File: src/rtl/fetch_unit.sv
// Instruction fetch stage with a DEPTH-entry show-ahead prefetch queue.
// Issues word-aligned fetches, buffers responses and flushes on redirect.
module fetch_unit #(
    parameter int              XLEN     = 32,
    parameter int              DEPTH    = 4,
    parameter logic [XLEN-1:0] RESET_PC = '0
) (
    input  logic            clk,
    input  logic            rst,
    output logic            imem_req_valid,
    output logic [XLEN-1:0] imem_req_addr,
    input  logic            imem_req_ready,
    input  logic            imem_resp_valid,
    input  logic [XLEN-1:0] imem_resp_data,
    input  logic            redirect_valid,
    input  logic [XLEN-1:0] redirect_pc,
    output logic            instr_valid,
    output logic [XLEN-1:0] instr,
    output logic [XLEN-1:0] instr_pc,
    output logic [XLEN-1:0] instr_pc_plus4,
    input  logic            instr_ready
);
    localparam int AW = $clog2(DEPTH);
    localparam logic [AW:0] FULL = (AW+1)'(DEPTH);

    localparam logic [1:0] FETCH = 2'd0;
    localparam logic [1:0] WAIT  = 2'd1;
    localparam logic [1:0] DRAIN = 2'd2;

    logic [1:0]      state;
    logic [XLEN-1:0] fetch_pc;
    logic [XLEN-1:0] req_pc;
    logic [XLEN-1:0] q_instr [DEPTH];
    logic [XLEN-1:0] q_pc    [DEPTH];
    logic [AW-1:0]   rd_ptr;
    logic [AW-1:0]   wr_ptr;
    logic [AW:0]     count;
    logic            req_fire;
    logic            enq;
    logic            deq;
    logic            pending;

    assign imem_req_valid = rst && (state == FETCH) && (count < FULL);
    assign imem_req_addr  = fetch_pc;
    assign req_fire       = imem_req_valid && imem_req_ready;

    assign instr_valid    = rst && (count != '0);
    assign instr          = instr_valid ? q_instr[rd_ptr] : '0;
    assign instr_pc       = instr_valid ? q_pc[rd_ptr] : '0;
    assign instr_pc_plus4 = instr_pc + XLEN'(4);

    assign enq = rst && (state == WAIT) && imem_resp_valid && !redirect_valid;
    assign deq = instr_valid && instr_ready && !redirect_valid;

    // A response arriving in the redirect cycle closes the outstanding request.
    assign pending = ((state == WAIT || state == DRAIN) && !imem_resp_valid)
                   || req_fire;

    always_ff @(posedge clk) begin
        if (!rst) begin
            state    <= FETCH;
            fetch_pc <= RESET_PC;
            req_pc   <= '0;
            rd_ptr   <= '0;
            wr_ptr   <= '0;
            count    <= '0;
        end else if (redirect_valid) begin
            state    <= pending ? DRAIN : FETCH;
            fetch_pc <= {redirect_pc[XLEN-1:2], 2'b00};
            rd_ptr   <= '0;
            wr_ptr   <= '0;
            count    <= '0;
        end else begin
            case (state)
                FETCH: begin
                    if (req_fire) begin
                        state    <= WAIT;
                        req_pc   <= fetch_pc;
                        fetch_pc <= fetch_pc + XLEN'(4);
                    end
                end
                WAIT: begin
                    if (imem_resp_valid) state <= FETCH;
                end
                DRAIN: begin
                    if (imem_resp_valid) state <= FETCH;
                end
                default: state <= FETCH;
            endcase
            if (enq) wr_ptr <= wr_ptr + 1'b1;
            if (deq) rd_ptr <= rd_ptr + 1'b1;
            unique case (1'b1)
                (enq && !deq): count <= count + 1'b1;
                (deq && !enq): count <= count - 1'b1;
                default: ;
            endcase
        end
    end

    always_ff @(posedge clk) begin
        if (enq) begin
            q_instr[wr_ptr] <= imem_resp_data;
            q_pc[wr_ptr]    <= req_pc;
        end
    end
endmodule

File: config.mk
export PLATFORM = sky130hd
export DESIGN_NAME = fetch_unit
export DESIGN_NICKNAME = d
export VERILOG_FILES = /design/src/rtl/fetch_unit.sv
export SDC_FILE = /design/constraint.sdc
export NUM_CORES = 1
export LEC_CHECK = 0
export CORE_MARGIN = 8
export CORE_UTILIZATION = 49
export DETAILED_ROUTE_END_ITERATION = 8
export GPL_ROUTABILITY_DRIVEN = 0
export GPL_TIMING_DRIVEN = 0
export PLACE_DENSITY = 0.76
export SLEW_MARGIN = 25
export SYNTH_ARGS = -nofsm -noshare
export SYNTH_HDL_FRONTEND = slang
export SYNTH_SLANG_ARGS = --single-unit
File: constraint.sdc
create_clock -name clk -period 3 [get_ports clk]
set_input_delay 0.45 -clock clk [delete_from_list [all_inputs] [get_ports clk]]
set_output_delay 0.45 -clock clk [all_outputs]
set_load 0.05 [all_outputs]
==> results.yml, run 1 <==
pwr:
  switching_share_pct: 20.0
  p_sw_w: 0.00193
  design_power_total_w: 0.00961
  internal_power_w: 0.00769
  ir_worst_vdd_mv: 0.453
  powerDensity_mw_per_mm2: 534
  p_seq_share_pct: 50.2
  power_frac_comb_pct: 4.4
  p_leak_nw: 6.61
  pwr-share-clk_pct: 45.3
clocking:
  hold_buffers: 0
  cts_inserted_buffers: 30
  clockBufferDepth: 3
  clockRootBuffer: "clkbuf_16"
  htreeDepth: 1
  clk_pin_slew_ps: 70
  clock-sinks: 319
  clk_latency_ps: 550
  cts_tree: "yes"
placement:
  hpwl_mm: 20.8
  io_buffers: 191
cells_and_area:
  antenna_cells: 0
  seq_area_mm2: 0.00888
  syn_to_final_growth_pct: 35.8
  final_cell_mix: "248 x edfxtp_1, 97 x clkdlybuf4s50_1, 95 x nand2_1"
  nets: 1232
  multiInputGateArea_mm2: 0.00459
  final_layout_size_suffix_gt1_share_pct: 30.4
  final_common_cell: "edfxtp_1"
  utilization_pct: 67.2
  fillers: 1814
floorplanning:
  die_width_um: 181
  chipHeight_um: 181
  io_pins: 200
  dieArea_mm2: 0.0326
  core_area_mm2: 0.0268
  start_util_pct: 49.5
  rows: 60
sta:
  rsz0062_at_grt: "yes"
  fin_ws_ps: -629
  max_freq_mhz: 276
  drv_slew: 0
  finalCriticalPeriod_ps: 3630
  setup_viol: 52
  skew_ps: 13.5
  tightest_slew_ps: 776
  hold_viol: 0
  period_share_pct: 121
  slew_headroom_pct: 47.8
synthesis:
  synth_warnings: 0
  yosys.area.top_type: "edfxtp_1"
  netlist_area_mm2: 0.0133
  yosys.area_share.simple_pct: 10.5
  synthFlopType: "edfxtp_1"
  synthAdderAreaFrac_pct: 1.00
  synth_edf_count: 248
  synthArstFlopShare_pct: 0
  synthDistinctLibCells: 43
  synth_top_family_by_area: "multiplexers"
  avgSynthCellArea_um2: 15.2
  yosysSeqAreaShare_pct: 66.9
  synth_top_area_share_pct: 56.1
  syn_inst: 874
  synthTopCellsByArea: "edfxtp_1 56%, dfxtp_1 11%, mux4_2 8.7%"
  synth-xor-area-share_pct: 3.96
  synthMuxAreaShare_pct: 11.1
  ys_ff_latch: 319
  synth-compound-area-share_pct: 4.18
run:
  cap_violations: 0
global_routing:
  grt.overflow.total: 0
  grt_max_degree: 45
  track_usage_pct: 18.5
  grt_pass1_vias: 8496
  antenna_found_initial: 0
  grt_pass1_wl_mm: 48.0
detailed_routing:
  drt_iter0_drc: 589
  post_drt_wl_per_cell_um: 21.0
  drt-pass1-iter-count: 6
  drt-total-wl_mm: 31.8
  drtAntennaViolNets: 0
  routed-via-count: 8364
  route.detailed.drc: 0
  vias_per_cell: 5.51
setup_path:
  path_cells: "buf_12 -> mux4_2 -> nand2_8 -> clkinvlp_4 -> ha_4 -> nand2b_1 -> o22ai_2 -> nand4_1 -> buf_6 -> nor4_4 -> buf_6 -> nand4_1 -> xnor2_4 -> buf_6"
  crit_top_cell: "buf_6"
  worst-endpoint-arrival_ps: 3180
  cp.required_ps: 2550
  cp_slowest_cell: "mux4_2"
  crit_path_start_kind: "flop"
  worst_setup_path_end_kind: "output port"
  reg2reg_slack_ps: 680
  critPathKind: "flop to output port"
  cp_max_fo: 6
  slowest_delay_ps: 400
outcome:
  outcome: "finished, violations left"
  violations: "negative setup slack"
min_path:
  hp-class: "flop to flop"
## synthesized netlist by cell type (11+ instances only)
master / n
edfxtp_1: 248
nand2_1: 102
dfxtp_1: 71
and2_1: 69
mux4_2: 51
xor2_1: 33
clkbuf_1: 32
a21boi_0: 31
o21ai_0: 28
xnor2_1: 27
nor2_1: 22
a21oi_1: 20
nand3_1: 19
inv_1: 15
nand4_1: 12
and4_1: 11
mux4_1: 11
## worst max-delay path: cells and delay by family, from the launching register on
family                   cells  cell delay, ps
buffers and inverters        5             720
adder cells (fa/ha/maj)      1             160
multiplexers                 1             400
XOR/XNOR                     1             220
flip-flops                   1             370
AND/OR/NAND/NOR              5             590
AO/OA/AOI/OAI                1             140
## per-stage QoR
stage | TNS (ps) | std cells | setup slack [ps] | hold WS [ps] | cell area, um2
after floorplan | -3130 | 879 | -461 | 456 | 13600
after global placement | -544740 | 1411 | -2100 | 467 | 16000
after detailed placement | -88350 | 1415 | -2100 | 483 | 16100
after CTS | -19130 | 1494 | -671 | 488 | 17600
after global routing | -18710 | 1517 | -737 | 497 | 18000
final | -12990 | 1517 | -629 | 483 | 18000
## cell families (layout without fill, tap and decap cells)
logic type,Yosys count,in the layout
AOI/OAI and AO/OA,88,88
xor gates and xnor gates,60,60
adders and majority gates,10,10
buffers and inverters,65,362
DFF,319,319
muxes,65,65
other,1,6
and+or+nand+nor,266,266
## registers in the layout (all words and copies together), names as in the netlist, named ones only
| signal | cells |
|---|---|
| count | 3 |
| imem_req_addr | 30 |
| q_instr | 128 |
| q_pc | 120 |
| rd_ptr | 2 |
| req_pc | 30 |
| state | 2 |
| wr_ptr | 2 |
## layout make-up
type | count | share of cell area [%]
well taps | 341 | 2.37
clock buffers | 39 | 5.00
flip-flops and latches | 319 | 49.3
plain buffers | 49 | 2.37
repair buffers | 242 | 13.6
multi-input cells | 495 | 25.5
inverters | 15 | 0.347
clock inverters | 17 | 1.58
## layer usage
metal | wire [um] | track usage (%)
met4 | 731 | 5.59
met1 | 13700 | 25.1
met2 | 15000 | 29.5
met5 | 0 | 0
met3 | 2410 | 4.29
## power groups by stage
stage | Combinational, W | Clock, W | Sequential, W
finish | 0.000425 | 0.00436 | 0.00483
global route | 0.000454 | 0.00460 | 0.00483
CTS | 0.000425 | 0.00442 | 0.00483
detailed placement | 0.000421 | 0 | 0.00493
global placement | 0.000417 | 0 | 0.00492
floorplan | 0.000132 | 0 | 0.00500
## timing repair
action | in CTS | in global routing
resized for setup | 442 | 216
pin swaps | 15 | 14
setup endpoints to repair | 94 | 75
gates cloned | 0 | 6
setup buffers | 23 | 18
## path summary, 6_finish.rpt
kind,from,endpoint,cells past startpoint
worst max register to register,imem_req_addr[6],imem_req_addr[26],6
worst max-delay path,flop,instr_pc_plus4[24],14
worst min register to register,state[1],state[1],2
worst min-delay path,state[1],state[1],2
(Power assumes the default switching activity.)
==> run 2, diff against run 1 <==
--- a/config.mk
+++ b/config.mk
@@ -5,12 +5,13 @@
 export SDC_FILE = /design/constraint.sdc
 export NUM_CORES = 1
 export LEC_CHECK = 0
+export ABC_AREA = 1
 export CORE_MARGIN = 8
-export CORE_UTILIZATION = 49
+export CORE_UTILIZATION = 50
 export DETAILED_ROUTE_END_ITERATION = 8
 export GPL_ROUTABILITY_DRIVEN = 0
 export GPL_TIMING_DRIVEN = 0
-export PLACE_DENSITY = 0.76
+export PLACE_DENSITY = 0.77
 export SLEW_MARGIN = 25
 export SYNTH_ARGS = -nofsm -noshare
 export SYNTH_HDL_FRONTEND = slang
==> results.yml, run 2 <==
pwr:
  powerDensity_mw_per_mm2: 470
  design_power_total_w: 0.00915
  p_sw_w: 0.00197
  switching_share_pct: 21.6
  p_seq_share_pct: 53.3
  ir_worst_vdd_mv: 0.461
  internal_power_w: 0.00717
  p_leak_nw: 8.08
  pwr-share-clk_pct: 41.2
  power_frac_comb_pct: 5.5
clocking:
  cts_tree: "yes"
  clk_latency_ps: 560
  clk_pin_slew_ps: 70
  clockBufferDepth: 3
  cts_inserted_buffers: 30
  clock-sinks: 319
  hold_buffers: 0
  clockRootBuffer: "clkbuf_16"
  htreeDepth: 1
sta:
  hold_viol: 0
  setup_viol: 6
  tightest_slew_ps: 682
  max_freq_mhz: 327
  finalHoldWorstSlack_ps: 468
  slew_headroom_pct: 54.5
  rsz0062_at_grt: "yes"
  fin_ws_ps: -54.5
  drv_slew: 0
  skew_ps: 19.0
  finalCriticalPeriod_ps: 3050
  period_share_pct: 102
synthesis:
  synth-xor-area-share_pct: 1.30
  yosysSeqAreaShare_pct: 60.0
  synth_top_family_by_area: "simple AND/OR/NAND/NOR gates"
  synthFlopType: "edfxtp_1"
  synthMuxAreaShare_pct: 0
  netlist_area_mm2: 0.0148
  synth_top_area_share_pct: 50.4
  synthArstFlopShare_pct: 0
  synthAdderAreaFrac_pct: 0.897
  yosys.area.top_type: "edfxtp_1"
  syn_inst: 1650
  yosysMostFrequentCell: "nand2_1"
  synthTopCellsByArea: "edfxtp_1 50%, dfxtp_1 9.6%, nand2_1 9.6%"
  yosys.area_share.simple_pct: 22.1
  synth_edf_count: 248
  synth_common_cells: "377 x nand2_1, 263 x nor2_1, 248 x edfxtp_1"
  synth-compound-area-share_pct: 7.69
  synth_warnings: 0
  synthDistinctLibCells: 39
  ys_ff_latch: 319
  avgSynthCellArea_um2: 8.96
global_routing:
  track_usage_pct: 22.4
  grt_pass1_vias: 11900
  grt_pass1_wl_mm: 64.0
  antenna_found_initial: 0
  grt.overflow.total: 0
  grt_max_degree: 23
run:
  cap_violations: 0
setup_path:
  path_cells: "buf_8 -> buf_6 -> nand2_1 -> nand3_2 -> nand2_4 -> nor2_4 -> nand2_4 -> nor2_4 -> nand2_2 -> nor2_4 -> xor2_2 -> buf_6"
  critPathKind: "flop to output port"
  cp_max_fo: 6
  reg2reg_slack_ps: 570
  cp.required_ps: 2550
  crit_top_cell: "nor2_4"
  critPathTopFamily: "simple AND/OR/NAND/NOR gates"
  slowest_delay_ps: 420
  worst_setup_path_end_kind: "output port"
  worst-endpoint-arrival_ps: 2600
  crit_path_start_kind: "flop"
  cp_slowest_cell: "dfxtp_4"
  reg2reg_from: "state[1]"
  worst-path-stages: 12
  crit_buf_inv: 3
  crit_end: "instr_pc_plus4[11]"
  worstRegToRegCells: 8
  reg2reg_to: "q_pc[3][16]"
detailed_routing:
  drt-total-wl_mm: 41.9
  drt-pass1-iter-count: 5
  drtAntennaViolNets: 0
  route.detailed.drc: 0
  drt_iter0_drc: 1191
  vias_per_cell: 5.36
  post_drt_wl_per_cell_um: 17.9
  routed-via-count: 12500
placement:
  dpl_worst_slack_ps: -1450
  hpwl_mm: 28.7
  io_buffers: 190
cells_and_area:
  final_cell_mix: "332 x nand2_1, 248 x edfxtp_1, 220 x nor2_1"
  nets: 2006
  largest_reg_flops: 128
  antenna_cells: 0
  reg.largest.list: "q_instr: 128 flops, q_pc: 120 flops"
  top_register: "q_instr"
  final_common_cell: "nand2_1"
  syn_to_final_growth_pct: 31.6
  final_layout_size_suffix_gt1_share_pct: 18.8
  fillers: 2205
  utilization_pct: 66.2
floorplanning:
  die_width_um: 188
  rows: 63
  dieArea_mm2: 0.0353
  io_pins: 200
  core_area_mm2: 0.0294
  start_util_pct: 50.3
  chipHeight_um: 188
min_path:
  hp-class: "flop to flop"
  hold_depth: 2
outcome:
  violations: "negative setup slack"
  outcome: "finished, violations left"
[run 2: timing repair]
item,CTS,global route
setup endpoints to repair,93,73
hold endpoints to repair,0,0
pin swaps,14,38
cloned,0,1
gates resized for setup,443,158
buffers inserted,26,12
[run 2: final cells by class]
| cell class | count | area, um2 | share of cell area [%] |
|---|---|---|---|
| Multi-Input combinational cell | 1051 | 5350 | 27.5 |
| Timing Repair Buffer | 241 | 2400 | 12.3 |
| Clock inverter | 6 | 40.0 | 0.206 |
| Inverter | 207 | 805 | 4.14 |
| Tap cell | 390 | 488 | 2.51 |
| Buffer | 76 | 531 | 2.73 |
| Sequential cell | 319 | 8880 | 45.6 |
| Clock buffer | 50 | 962 | 4.95 |
[run 2: how the worst min path moves through the flow]
| stage | from | end | slack [ps] |
|---|---|---|---|
| 2_1_floorplan | rd_ptr[1] | flop | 440 |
| 3_3_place_gp | rd_ptr[1] | rd_ptr[1] | 450 |
| 3_5_place_dp | state[1] | state[1] | 460 |
| 4_1_cts | state[1] | state[1] | 470 |
| 5_1_grt | redirect_pc[18] | imem_req_addr[18] | 490 |
| 6_report | state[1] | state[1] | 470 |
[run 2: logic make-up after synthesis]
group           Yosys count
simple gates            800
flops                   319
buf+inv                 285
compound gates          213
xor+xnor                 22
fa+ha+maj                10
other cells               1
[run 2: metrics by stage]
step,std cells,TNS (ps),cell area (um2)
floorplan,1655,-101700,15000
global placement,2235,-617610,17400
detailed placement,2247,-118970,17700
CTS,2328,-411,18900
global route,2340,-2170,19500
finish,2340,-174,19500
[run 2: worst register-to-register path, delay by kind of cell, from the launching register on]
kind / cells / cell delay [ps]
buf+inv: 4 / 840
flops: 1 / 310
fa+ha+maj: 1 / 140
simple gates: 3 / 830
[run 2: metal layers]
layer	up-vias	part of all wire [%]	global-route usage (%)
met2	692	46	35.5
met3	115	9.4	5.22
met1	5779	41	29.8
met4	0	3.2	7.94
li1	5945	-	-
met5	-	0	0
[run 2: power by group through the flow]
stage	clock network (W)	registers, W	logic (W)
after floorplan	0	0.00503	0.000184
after global placement	0	0.00497	0.000485
after detailed placement	0	0.00497	0.000491
after CTS	0.00379	0.00488	0.000496
after global routing	0.00396	0.00488	0.000541
final	0.00377	0.00488	0.000502
==> run 3, diff against run 2 <==
--- a/config.mk
+++ b/config.mk
@@ -8,9 +8,11 @@
 export ABC_AREA = 1
 export CORE_MARGIN = 8
 export CORE_UTILIZATION = 50
+export CTS_CLUSTER_DIAMETER = 200
 export DETAILED_ROUTE_END_ITERATION = 8
 export GPL_ROUTABILITY_DRIVEN = 0
 export GPL_TIMING_DRIVEN = 0
+export MAX_ROUTING_LAYER = met4
 export PLACE_DENSITY = 0.77
 export SLEW_MARGIN = 25
 export SYNTH_ARGS = -nofsm -noshare
==> results.yml, run 3 (same netlist as run 2, synthesis figures left out) <==
clocking:
  clk_pin_slew_ps: 70
  clock-sinks: 319
  clk_latency_ps: 560
  htreeDepth: 1
  clockRootBuffer: "clkbuf_16"
  cts_tree: "yes"
  clockBufferDepth: 3
  cts_inserted_buffers: 30
global_routing:
  grt_pass1_wl_mm: 64.0
  antenna_found_initial: 0
  grt.overflow.total: 0
  track_usage_pct: 23.1
  grt_pass1_vias: 12000
  grt_max_degree: 23
sta:
  drv_slew: 0
  finalHoldWorstSlack_ps: 468
  skew_ps: 11.3
  slew_headroom_pct: 56.4
  finalCriticalPeriod_ps: 3050
  tightest_slew_ps: 654
  setup_viol: 5
  max_freq_mhz: 328
  hold_viol: 0
  fin_ws_ps: -52.7
  rsz0062_at_grt: "yes"
  period_share_pct: 102
run:
  cap_violations: 0
setup_path:
  worst-endpoint-arrival_ps: 2600
  cp_slowest_cell: "dfxtp_2"
  slowest_delay_ps: 350
  path_cells: "inv_4 -> a21oi_4 -> buf_12 -> buf_12 -> nand3_4 -> clkinvlp_4 -> ha_4 -> inv_4 -> nor2_4 -> inv_2 -> nor2_4 -> nand2_1 -> nand2_1 -> nand2_2 -> buf_8"
  cp.required_ps: 2550
  worst_setup_path_end_kind: "output port"
  crit_path_start_kind: "flop"
  critPathKind: "flop to output port"
  cp_max_fo: 6
detailed_routing:
  vias_per_cell: 5.37
  post_drt_wl_per_cell_um: 18.0
  routed-via-count: 12600
  drt-pass1-iter-count: 5
  drt_iter0_drc: 1316
  route.detailed.drc: 0
  drt-total-wl_mm: 42.2
  drtAntennaViolNets: 0
cells_and_area:
  largest_reg_flops: 128
  final_common_cell: "nand2_1"
  nets: 2006
  layout.cells.non_filler: 2340
  fillers: 2200
  final_layout_size_suffix_gt1_share_pct: 19.1
  utilization_pct: 66.2
  final_cell_mix: "330 x nand2_1, 248 x edfxtp_1, 219 x nor2_1"
  syn_to_final_growth_pct: 31.7
  reg.largest.list: "q_instr: 128 flops, q_pc: 120 flops"
  antenna_cells: 0
  top_register: "q_instr"
  fin_area_mm2: 0.0195
floorplanning:
  die_width_um: 188
  dieArea_mm2: 0.0353
  io_pins: 200
  start_util_pct: 50.3
  chipHeight_um: 188
  core_area_mm2: 0.0294
  rows: 63
outcome:
  outcome: "finished, violations left"
  violations: "negative setup slack"
placement:
  place_area_mm2: 0.0177
  hpwl_mm: 28.7
  io_buffers: 190
  dp_cells: 2247
pwr:
  ir_worst_vdd_mv: 0.458
  powerDensity_mw_per_mm2: 470
  p_leak_nw: 8.08
min_path:
  hp-class: "flop to flop"
==> run 3: changes by cell type in the layout (fill, tap and decap cells not counted), moves of 2 or more <==
cell,delta
clkbuf_2,+2
buf_6,+2
nand2_1,-2
buf_4,-2
nand2_2,+2
==> run 3: worst max-delay path, delay by kind of cell, from the launching register on <==
kind,cells,cell delay [ps]
simple gates,6,690
compound gates,1,160
fa+ha+maj,1,150
buf+inv,7,690
flops,1,350
==> run 3: layout make-up <==
class | count | area, um2 | share of cell area (%)
buffer | 76 | 539 | 2.77
clock buffer | 50 | 962 | 4.94
clock inverter | 6 | 40.0 | 0.206
inverter | 207 | 805 | 4.13
multi-input combinational | 1051 | 5360 | 27.5
sequential | 319 | 8880 | 45.6
tap | 390 | 488 | 2.51
timing repair buffer | 241 | 2400 | 12.3
==> run 3: final timing paths <==
path | from | end | slack, ps | cells after the start
hold / removal | state[1] | state[1] | 470 | 2
setup / recovery | count[2] | instr_pc_plus4[30] | -50 | 15
hold reg to reg | state[1] | state[1] | 470 | 2
setup reg to reg | state[1] | q_pc[1][3] | 570 | 8
==> run 3: layer usage <==
metal	share of wire, %	vias up	global-route usage (%)
met5	0	-	-
met4	3.5	0	7.94
met2	46	684	35.6
met3	8.3	118	4.55
met1	42	5804	30.2
li1	-	5951	-
==> run 3: through the flow <==
step,power [W],setup TNS [ps],setup WS [ps]
3_3_place_gp,0.00545,-617610,-2330
5_1_grt,0.00939,-2490,-168
3_5_place_dp,0.00546,-118970,-1450
6_report,0.00915,-118,-52.7
2_1_floorplan,0.00522,-101700,-410
4_1_cts,0.00916,-411,-84.5
==> run 3: repair_timing <==
action / 4_1_cts / 5_1_grt
pin swaps: 14 / 40
buffers inserted: 26 / 12
endpoints found under the setup margin: 93 / 73
gates cloned: 0 / 1
hold buffers: 0 / 0
resized for setup: 443 / 166
==> run 3: report_power, final <==
group | switching [W] | internal (W)
clock | 0.00159 | 0.00218
sequential | 0.0000783 | 0.00480
combinational | 0.000311 | 0.000192
total | 0.00198 | 0.00717
